File: config.mk
export PLATFORM = sky130hd
export DESIGN_NAME = bcd_timer_n
export DESIGN_NICKNAME = d
export VERILOG_FILES = /design/src/rtl/bcd_timer_pkg.sv /design/src/rtl/bcd_digit.sv /design/src/rtl/bcd_timer_n.sv
export SDC_FILE = /design/constraint.sdc
export NUM_CORES = 1
export LEC_CHECK = 0
export CORE_MARGIN = 2
export CORE_UTILIZATION = 45
export CTS_CLUSTER_DIAMETER = 120
export DETAILED_ROUTE_END_ITERATION = 16
export PLACE_DENSITY = 0.79
export SKIP_LAST_GASP = 1
export SYNTH_ARGS = -nofsm -noshare
export SYNTH_HDL_FRONTEND = slang
export SYNTH_SLANG_ARGS = --single-unit
File: constraint.sdc
create_clock -name clk_1s -period 2.3 [get_ports clk_1s]
set_clock_uncertainty 0.2 [all_clocks]
set_input_delay 0.575 -clock clk_1s [delete_from_list [all_inputs] [get_ports clk_1s]]
set_output_delay 0.575 -clock clk_1s [all_outputs]
set_load 0.005 [all_outputs]
File: src/rtl/bcd_timer_pkg.sv
// Shared types and constants for the BCD seconds timer.
`timescale 1ns/1ps
package bcd_timer_pkg;

    typedef logic [3:0] bcd_t;

    typedef enum logic [1:0] {IDLE, RUN, PAUSED, DONE} timer_state_t;

    localparam bcd_t BCD_MAX = 4'd9;
    localparam bcd_t BCD_MIN = 4'd0;

    // Non-decimal nibbles (A-F) saturate to 9.
    function automatic bcd_t bcd_clamp(input bcd_t d);
        return (d > BCD_MAX) ? BCD_MAX : d;
    endfunction

endpackage

File: src/rtl/bcd_digit.sv
// Single BCD digit register: up/down step with carry/borrow, clamped load and clear.
`timescale 1ns/1ps
module bcd_digit
    import bcd_timer_pkg::*;
(
    input  logic clk_1s,
    input  logic en,
    input  logic dir,
    input  logic ld,
    input  bcd_t ld_val,
    input  logic clr,
    output bcd_t q,
    output logic carry_out
);

    bcd_t q_q, q_d;

    always_comb begin
        q_d = q_q;
        if (clr) begin
            q_d = BCD_MIN;
        end else if (ld) begin
            q_d = bcd_clamp(ld_val);
        end else if (en) begin
            if (dir) begin
                q_d = (q_q == BCD_MIN) ? BCD_MAX : q_q - 4'd1;
            end else begin
                q_d = (q_q == BCD_MAX) ? BCD_MIN : q_q + 4'd1;
            end
        end
    end

    always_ff @(posedge clk_1s) begin
        q_q <= q_d;
    end

    assign q = q_q;
    // Carry when counting up, borrow when counting down: the digit is at its wrap point.
    assign carry_out = dir ? (q_q == BCD_MIN) : (q_q == BCD_MAX);

endmodule

File: src/rtl/bcd_timer_n.sv
// N-digit BCD seconds timer with wrap/stop modes and a terminal-count pulse.
// Optional lap hold on disp is enabled by defining BCD_TIMER_LAP_EN.
`timescale 1ns/1ps
module bcd_timer_n
    import bcd_timer_pkg::*;
#(
    parameter int unsigned DIGITS = 2,
    parameter int unsigned W      = 4 * DIGITS
) (
    input  logic         clk_1s,
    input  logic         reset,
    input  logic         start,
    input  logic         pause,
    input  logic         dir,
    input  logic         wrap,
    input  logic         load,
    input  logic [W-1:0] load_val,
`ifdef BCD_TIMER_LAP_EN
    input  logic         lap,
`endif
    output logic [W-1:0] count,
    output logic [W-1:0] disp,
    output logic         over,
    output logic         running
);

    timer_state_t state_q, state_d;
    logic         over_q, over_d;
    logic         running_q, running_d;

    logic              step_req;
    logic              at_term;
    logic              stop_hit;
    logic [DIGITS-1:0] carry;
    logic [DIGITS:0]   en_chain;

    // Stepping happens on the same edge that enters or re-enters RUN.
    assign step_req = ~reset & ~load & ~pause & start & (state_q != DONE);
    assign at_term  = &carry;
    assign stop_hit = step_req & at_term & ~wrap;

    assign en_chain[0] = step_req & ~stop_hit;

    for (genvar i = 0; i < DIGITS; i++) begin : g_digit
        assign en_chain[i+1] = en_chain[i] & carry[i];

        bcd_digit u_digit (
            .clk_1s    (clk_1s),
            .en        (en_chain[i]),
            .dir       (dir),
            .ld        (load),
            .ld_val    (load_val[4*i +: 4]),
            .clr       (reset),
            .q         (count[4*i +: 4]),
            .carry_out (carry[i])
        );
    end

    always_ff @(posedge clk_1s) begin
        if (reset) begin
            state_q <= IDLE;
        end else begin
            state_q <= state_d;
        end
    end

    always_comb begin
        state_d = state_q;
        if (reset || load) begin
            state_d = IDLE;
        end else begin
            unique case (state_q)
                IDLE:    if (step_req) state_d = stop_hit ? DONE : RUN;
                RUN: begin
                    if (pause) begin
                        state_d = PAUSED;
                    end else if (!start) begin
                        state_d = IDLE;
                    end else if (stop_hit) begin
                        state_d = DONE;
                    end
                end
                PAUSED:  if (step_req) state_d = stop_hit ? DONE : RUN;
                DONE:    state_d = DONE;
            endcase
        end
    end

    always_comb begin
        over_d    = step_req & at_term;
        running_d = (state_d == RUN);
    end

    always_ff @(posedge clk_1s) begin
        over_q    <= over_d;
        running_q <= running_d;
    end

    assign over    = over_q;
    assign running = running_q;

`ifdef BCD_TIMER_LAP_EN
    logic         lap_q, lap_d;
    logic         hold_flag_q, hold_flag_d;
    logic [W-1:0] hold_q, hold_d;

    always_comb begin
        lap_d       = reset ? 1'b0 : lap;
        hold_flag_d = hold_flag_q;
        hold_d      = hold_q;
        if (reset) begin
            hold_flag_d = 1'b0;
            hold_d      = '0;
        end else if (load) begin
            hold_flag_d = 1'b0;
        end else if (lap && !lap_q) begin
            hold_flag_d = ~hold_flag_q;
            if (!hold_flag_q) hold_d = count;
        end
    end

    always_ff @(posedge clk_1s) begin
        lap_q       <= lap_d;
        hold_flag_q <= hold_flag_d;
        hold_q      <= hold_d;
    end

    assign disp = hold_flag_q ? hold_q : count;
`else
    assign disp = count;
`endif

endmodule

Word-level counts from Yosys, hierarchy flattened
Cells that the tools add are included.
- bits in registers: 12
- input port bits: 15
- output and inout port bits: 18
- word-level logic and storage cells: 60
- add/subtract/negate cells: 4
- order comparisons: 2
- eq/ne operators: 7
- multiplexer cells: 21
- bitwise logic cells: 13
- reduce and logical (&&, ||, !) cells: 8
- operators with widths (operator ; count):
    two-way mux 4 bit ; 12
    two-way mux 2 bit ; 6
    adder 4 x 1 -> 4 bit, second input constant ; 2
    AND 1 bit ; 8
    equality test 4 bit, second input constant ; 2
    > comparator 4 bit, second input constant ; 2
    logical NOT 4 bit ; 2
    subtractor 4 x 1 -> 4 bit, second input constant ; 2
    case mux 2 bit (3 select lines) ; 1
    inverter 1 bit ; 5
    equality test 2 x 1 -> 1 bit, second input constant ; 2
    equality test 2 bit, second input constant ; 2
    nonzero test 2 bit ; 2
    logical NOT 2 bit ; 1
    two-way mux 1 bit ; 2
    != test 2 bit, second input constant ; 1
    AND reduction 2 bit ; 1
    OR reduction 2 bit ; 1
    logical OR 1 bit ; 1

Depth between registers and ports, before layout
- word-level depth: 13
- gate-level depth with buffers: 6

Hierarchy
Synthesis repeated with hierarchy kept, for this count alone.
- cell total of the unflattened synthesis: 111
- area, all modules: 960.9 sq um
- modules (own cells, without submodules) (module ; times used ; cells an instance ; area an instance (sq um)):
    bcd_digit ; 2 ; 42 ; 351.6
    bcd_timer_n ; 1 ; 27 ; 257.7

Worst setup path after synthesis
OpenSTA, ideal clock, no wires.
- path type: input to register
- start: in dir
- end: reg g_digit[0].u_digit.q_q[3]
- arrival time: 1.807 ns
- required time: 2.027 ns
- path slack: 0.220 ns
- stages: 5
- path through: or3b_4 -> a21boi_4 -> a21boi_4 -> or4b_1 -> o211ai_2
- cells in the longest elaborated chain, start to end: 7
- elaborated cells between the ends (all ways): 11
- those cells by class: 5 x mux; 4 x bitwise; 2 x reduce/logical
- ends and longest elaborated chain (what ; line ; source):
    start, declared ; bcd_timer_n.sv:14 ; input logic dir,
    two-way mux 1 bit ; bcd_digit.sv:39 ; assign carry_out = dir ? (q_q == BCD_MIN) : (q_q == BCD_MAX);
    AND reduction 2 bit ; bcd_timer_n.sv:39 ; assign at_term = &carry;
    AND 1 bit (2 in series) ; bcd_timer_n.sv:40 ; assign stop_hit = step_req & at_term & ~wrap;
    inverter 1 bit ; bcd_timer_n.sv:42 ; assign en_chain[0] = step_req & ~stop_hit;
    AND 1 bit ; bcd_timer_n.sv:42 ;
    nonzero test 2 bit (no line) ; - ;
    end signal, assigned ; bcd_digit.sv:34 ; q_q <= q_d;
    end, declared ; bcd_digit.sv:16 ; bcd_t q_q, q_d;
Parallel ways exist; a longest one is shown, timed or not. The select of a mux whose other input is x is not followed.
A chain may end at the register's enable or synchronous reset.

Final worst setup path
- start: in load
- end: reg g_digit[0].u_digit.q_q[0]
- cells in the longest elaborated chain, start to end: 10
- elaborated cells between the ends (all ways): 11
- those cells by class: 1 x mux; 9 x bitwise; 1 x reduce/logical
- ends and longest elaborated chain (what ; line ; source):
    start, declared ; bcd_timer_n.sv:16 ; input logic load,
    inverter 1 bit ; bcd_timer_n.sv:38 ; assign step_req = ~reset & ~load & ~pause & start & (state_q != DONE);
    AND 1 bit (4 in series) ; bcd_timer_n.sv:38 ;
    AND 1 bit (2 in series) ; bcd_timer_n.sv:40 ;
    inverter 1 bit ; bcd_timer_n.sv:42 ;
    AND 1 bit ; bcd_timer_n.sv:42 ;
    nonzero test 2 bit (no line) ; - ;
Parallel ways exist; a longest one is shown, timed or not.

==> flow_summary_export.csv <==
group,metric,value,unit
timing,hold_violations,0,
route,ant_nets,0,
cells_and_area,fin_nets,170,
logic_synthesis,avgSynthCellArea,7.84,um^2
cells_and_area,fin_area,0.00136,mm^2
critical_path,arrival,2.23,ns
route,initialDrtViolationCount,20,
cells_and_area,layout-drive-gt1-share,16.2,%
cells_and_area,area.growth.synth_to_final,39.2,%
route,vias,1005,
placed_design,place_area,0.00131,mm^2
logic_synthesis,ys_seq_area_share,24.5,%
cells_and_area,fin_util,68.1,%
clock_tree,clkLatencyLatePin,0.28,ns
floorplanning,die_h,50.7,um
logic_synthesis,yosysWarnings,0,
timing,maxSlewHeadroom,73.8,%
route,dr.pass1.iters,5,
floorplanning,die_area,0.00257,mm^2
placed_design,place_congestion,0.827,
timing,tightest_slew,0.393,ns
critical_path,max_stage_delay,0.45,ns
clock_tree,cts_root_buf,"clkbuf_4",
logic_synthesis,syn_area,980,um^2
timing,period_share,96.6,%
logic_synthesis,synth-edff-count,0,
timing,rsz0062_at_grt,"false",
floorplanning,rows,16,
critical_path,slowest_stage,"clkdlybuf4s50_1",
placed_design,numPortBuffers,32,
clock_tree,cts_tree,"done",
logic_synthesis,yosysTopAreaCellShare,24.5,%
grt,grt.overflow.total,0,
critical_path,path_cells,"clkdlybuf4s50_1, or2_4, nor3b_4, a21boi_4, buf_6, xnor2_1, a211oi_1",
grt,grt_pass1_wl,3900,um
grt,grt_max_degree,13,
clock_tree,clock_path_buffers,2,
outcome,status,"finished, final reports clean",
cells_and_area,num_antenna_cells,0,
clock_tree,numCtsBuffers,3,
critical_path,cp_data_required_time,2.30,ns
placed_design,post-place-cells,176,
power,finalPower,614,uW
clock_tree,clock_sinks,12,
grt,grt_pass1_vias,934,
route,wl,2250,um
floorplanning,core-area,0.00200,mm^2
power,p_leak,0.508,nW
job,timing.max_cap.violations,0,
logic_synthesis,synthFlopType,"dfxtp_1",
clock_tree,h-tree-depth,1,
timing,slew_violations,0,
critical_path,path_class,"input port to flop",
critical_path,crit_fanout,7,
timing,fmax,0.450,GHz
logic_synthesis,yosysUniqueCellTypes,46,
placed_design,dp_hpwl,1720,um
logic_synthesis,synthCells,125,
logic_synthesis,synthTopCellsByArea,"dfxtp_1 (25%), buf_4 (6.1%), a21boi_4 (3.8%), nand2_1 (3.8%), a21oi_1 (3.6%)",
hold_path,hold_path.class,"flop to flop",
grt,grt_usage,19.5,%
grt,antenna_found_initial,0,
logic_synthesis,synth_top_area_cell,"dfxtp_1",
cells_and_area,final-instance-count-excl-fill,181,
route,vias_per_cell,5.55,
logic_synthesis,async_flop_share,0,%
power,vdd_ir_drop_max,330,uV
floorplanning,start_util,48.9,%
floorplanning,die_x,50.7,um
power,power.density,450,mW/mm^2
critical_path,start_kind,"input port",
route,drc,0,
logic_synthesis,ys_ff_latch,12,
timing,layout_min_cycle_time,2.22,ns
critical_path,cp-end-kind,"flop",
logic_synthesis,syn_nets,140,
clock_tree,path_clk_slew,0.08,ns
floorplanning,ios,33,
route,routedWlPerCell,12.5,um
timing,finalSetupViolCount,0,
flip-flops by register name, summed over array words and instances, names as in the netlist:
| signal | count |
|---|---|
| state_q | 2 |
| g_digit.u_digit.q | 8 |
| over | 1 |
| running | 1 |
cells in the mapped netlist (2+ instances only):
master    count
nor2_1        8
nand2_1      10
a31oi_1       3
clkbuf_1      5
dfxtp_1      12
buf_2         4
o21a_1        3
nor3b_1       2
inv_1         5
nand3b_1      4
nor2b_1       2
buf_4         8
a211oi_1      4
xor2_1        2
nor3_1        2
a221oi_1      2
o21ai_0       6
nand2b_1      2
o22ai_1       3
nand3_1       4
a21oi_1       7
xnor2_1       2
a21boi_4      2
layout by cell type (no fill, tap or decap), types with 2 or more instances in the layout:
master,instances
nand2_1,10
nand2b_1,2
a211oi_1,4
o22ai_1,3
buf_4,10
inv_1,5
nor2b_1,2
o21ai_0,5
a221oi_1,2
a21boi_4,2
clkbuf_4,3
a21oi_1,7
nand3_1,4
nand3b_1,4
nor3_1,2
dfxtp_1,11
o21a_1,3
a31oi_1,2
xnor2_1,2
xor2_1,2
nor2_1,8
clkdlybuf4s50_1,31
critical path, delay by kind of cell:
family                 cells  cell delay [ns]
buffers and inverters      2             0.59
XOR/XNOR                   1             0.06
AO/OA/AOI/OAI              2             0.46
AND/OR/NAND/NOR            2             0.55
metal layers:
metal | up-vias | global-route usage (%) | share of wire, % | wire length [um]
met5 | - | 0 | 0 | 0
met4 | 0 | 5.86 | 1.0 | 23
met3 | 4 | 4.76 | 7.5 | 169
met2 | 36 | 31.4 | 47 | 1060
met1 | 456 | 25.7 | 44 | 999
li1 | 509 | - | - | -
logic make-up after synthesis:
group,synth area share [%]
buffers and inverters,12.5
AOI/OAI and AO/OA,30.9
xor gates and xnor gates,3.58
DFF,24.5
and+or+nand+nor,28.5
layout make-up:
type                    instances  area (um^2)
fillers                       177          638
flip-flops and latches         12          241
inverters                       5         18.8
well taps                      27         33.8
clock buffers                   4         36.3
multi-input cells              90          628
repair buffers                 43          405
path summary, 6_finish.rpt:
kind	from	cells after the start	to	slack (ns)
setup / recovery	load	7	g_digit[0].u_digit.q[0]$_SDFFE_PP0P_	0.08
hold / removal	state_q[1]$_SDFF_PP0_	2	state_q[0]$_SDFF_PP0_	0.29
setup reg to reg	g_digit[0].u_digit.q[0]$_SDFFE_PP0P_	5	g_digit[0].u_digit.q[3]$_SDFFE_PP0P_	0.30
hold reg to reg	state_q[1]$_SDFF_PP0_	2	state_q[0]$_SDFF_PP0_	0.29
stage by stage:
step	TNS, ns	hold WS (ns)	setup slack, ns
floorplan	0	0.262	0.220
global placement	-2.27	0.274	-0.311
detailed placement	-2.89	0.286	-0.466
CTS	0	0.298	0.0476
global route	0	0.329	0.00293
finish	0	0.293	0.0775
timing repair:
action	4_1_cts	5_1_grt
endpoints found under the setup margin	5	4
hold buffers	0	0
pin swaps	1	2
resized for setup	4	2
buffers inserted	1	0
gates cloned	0	0
where the power goes:
group / internal, mW / switching, mW / leakage (nW) / total [mW]
clock: 0.0965 / 0.0766 / 0.0210 / 0.173
sequential: 0.220 / 0.0300 / 0.0989 / 0.250
combinational: 0.117 / 0.0740 / 0.388 / 0.191
Note: power is estimated with default switching activity, not from simulation.
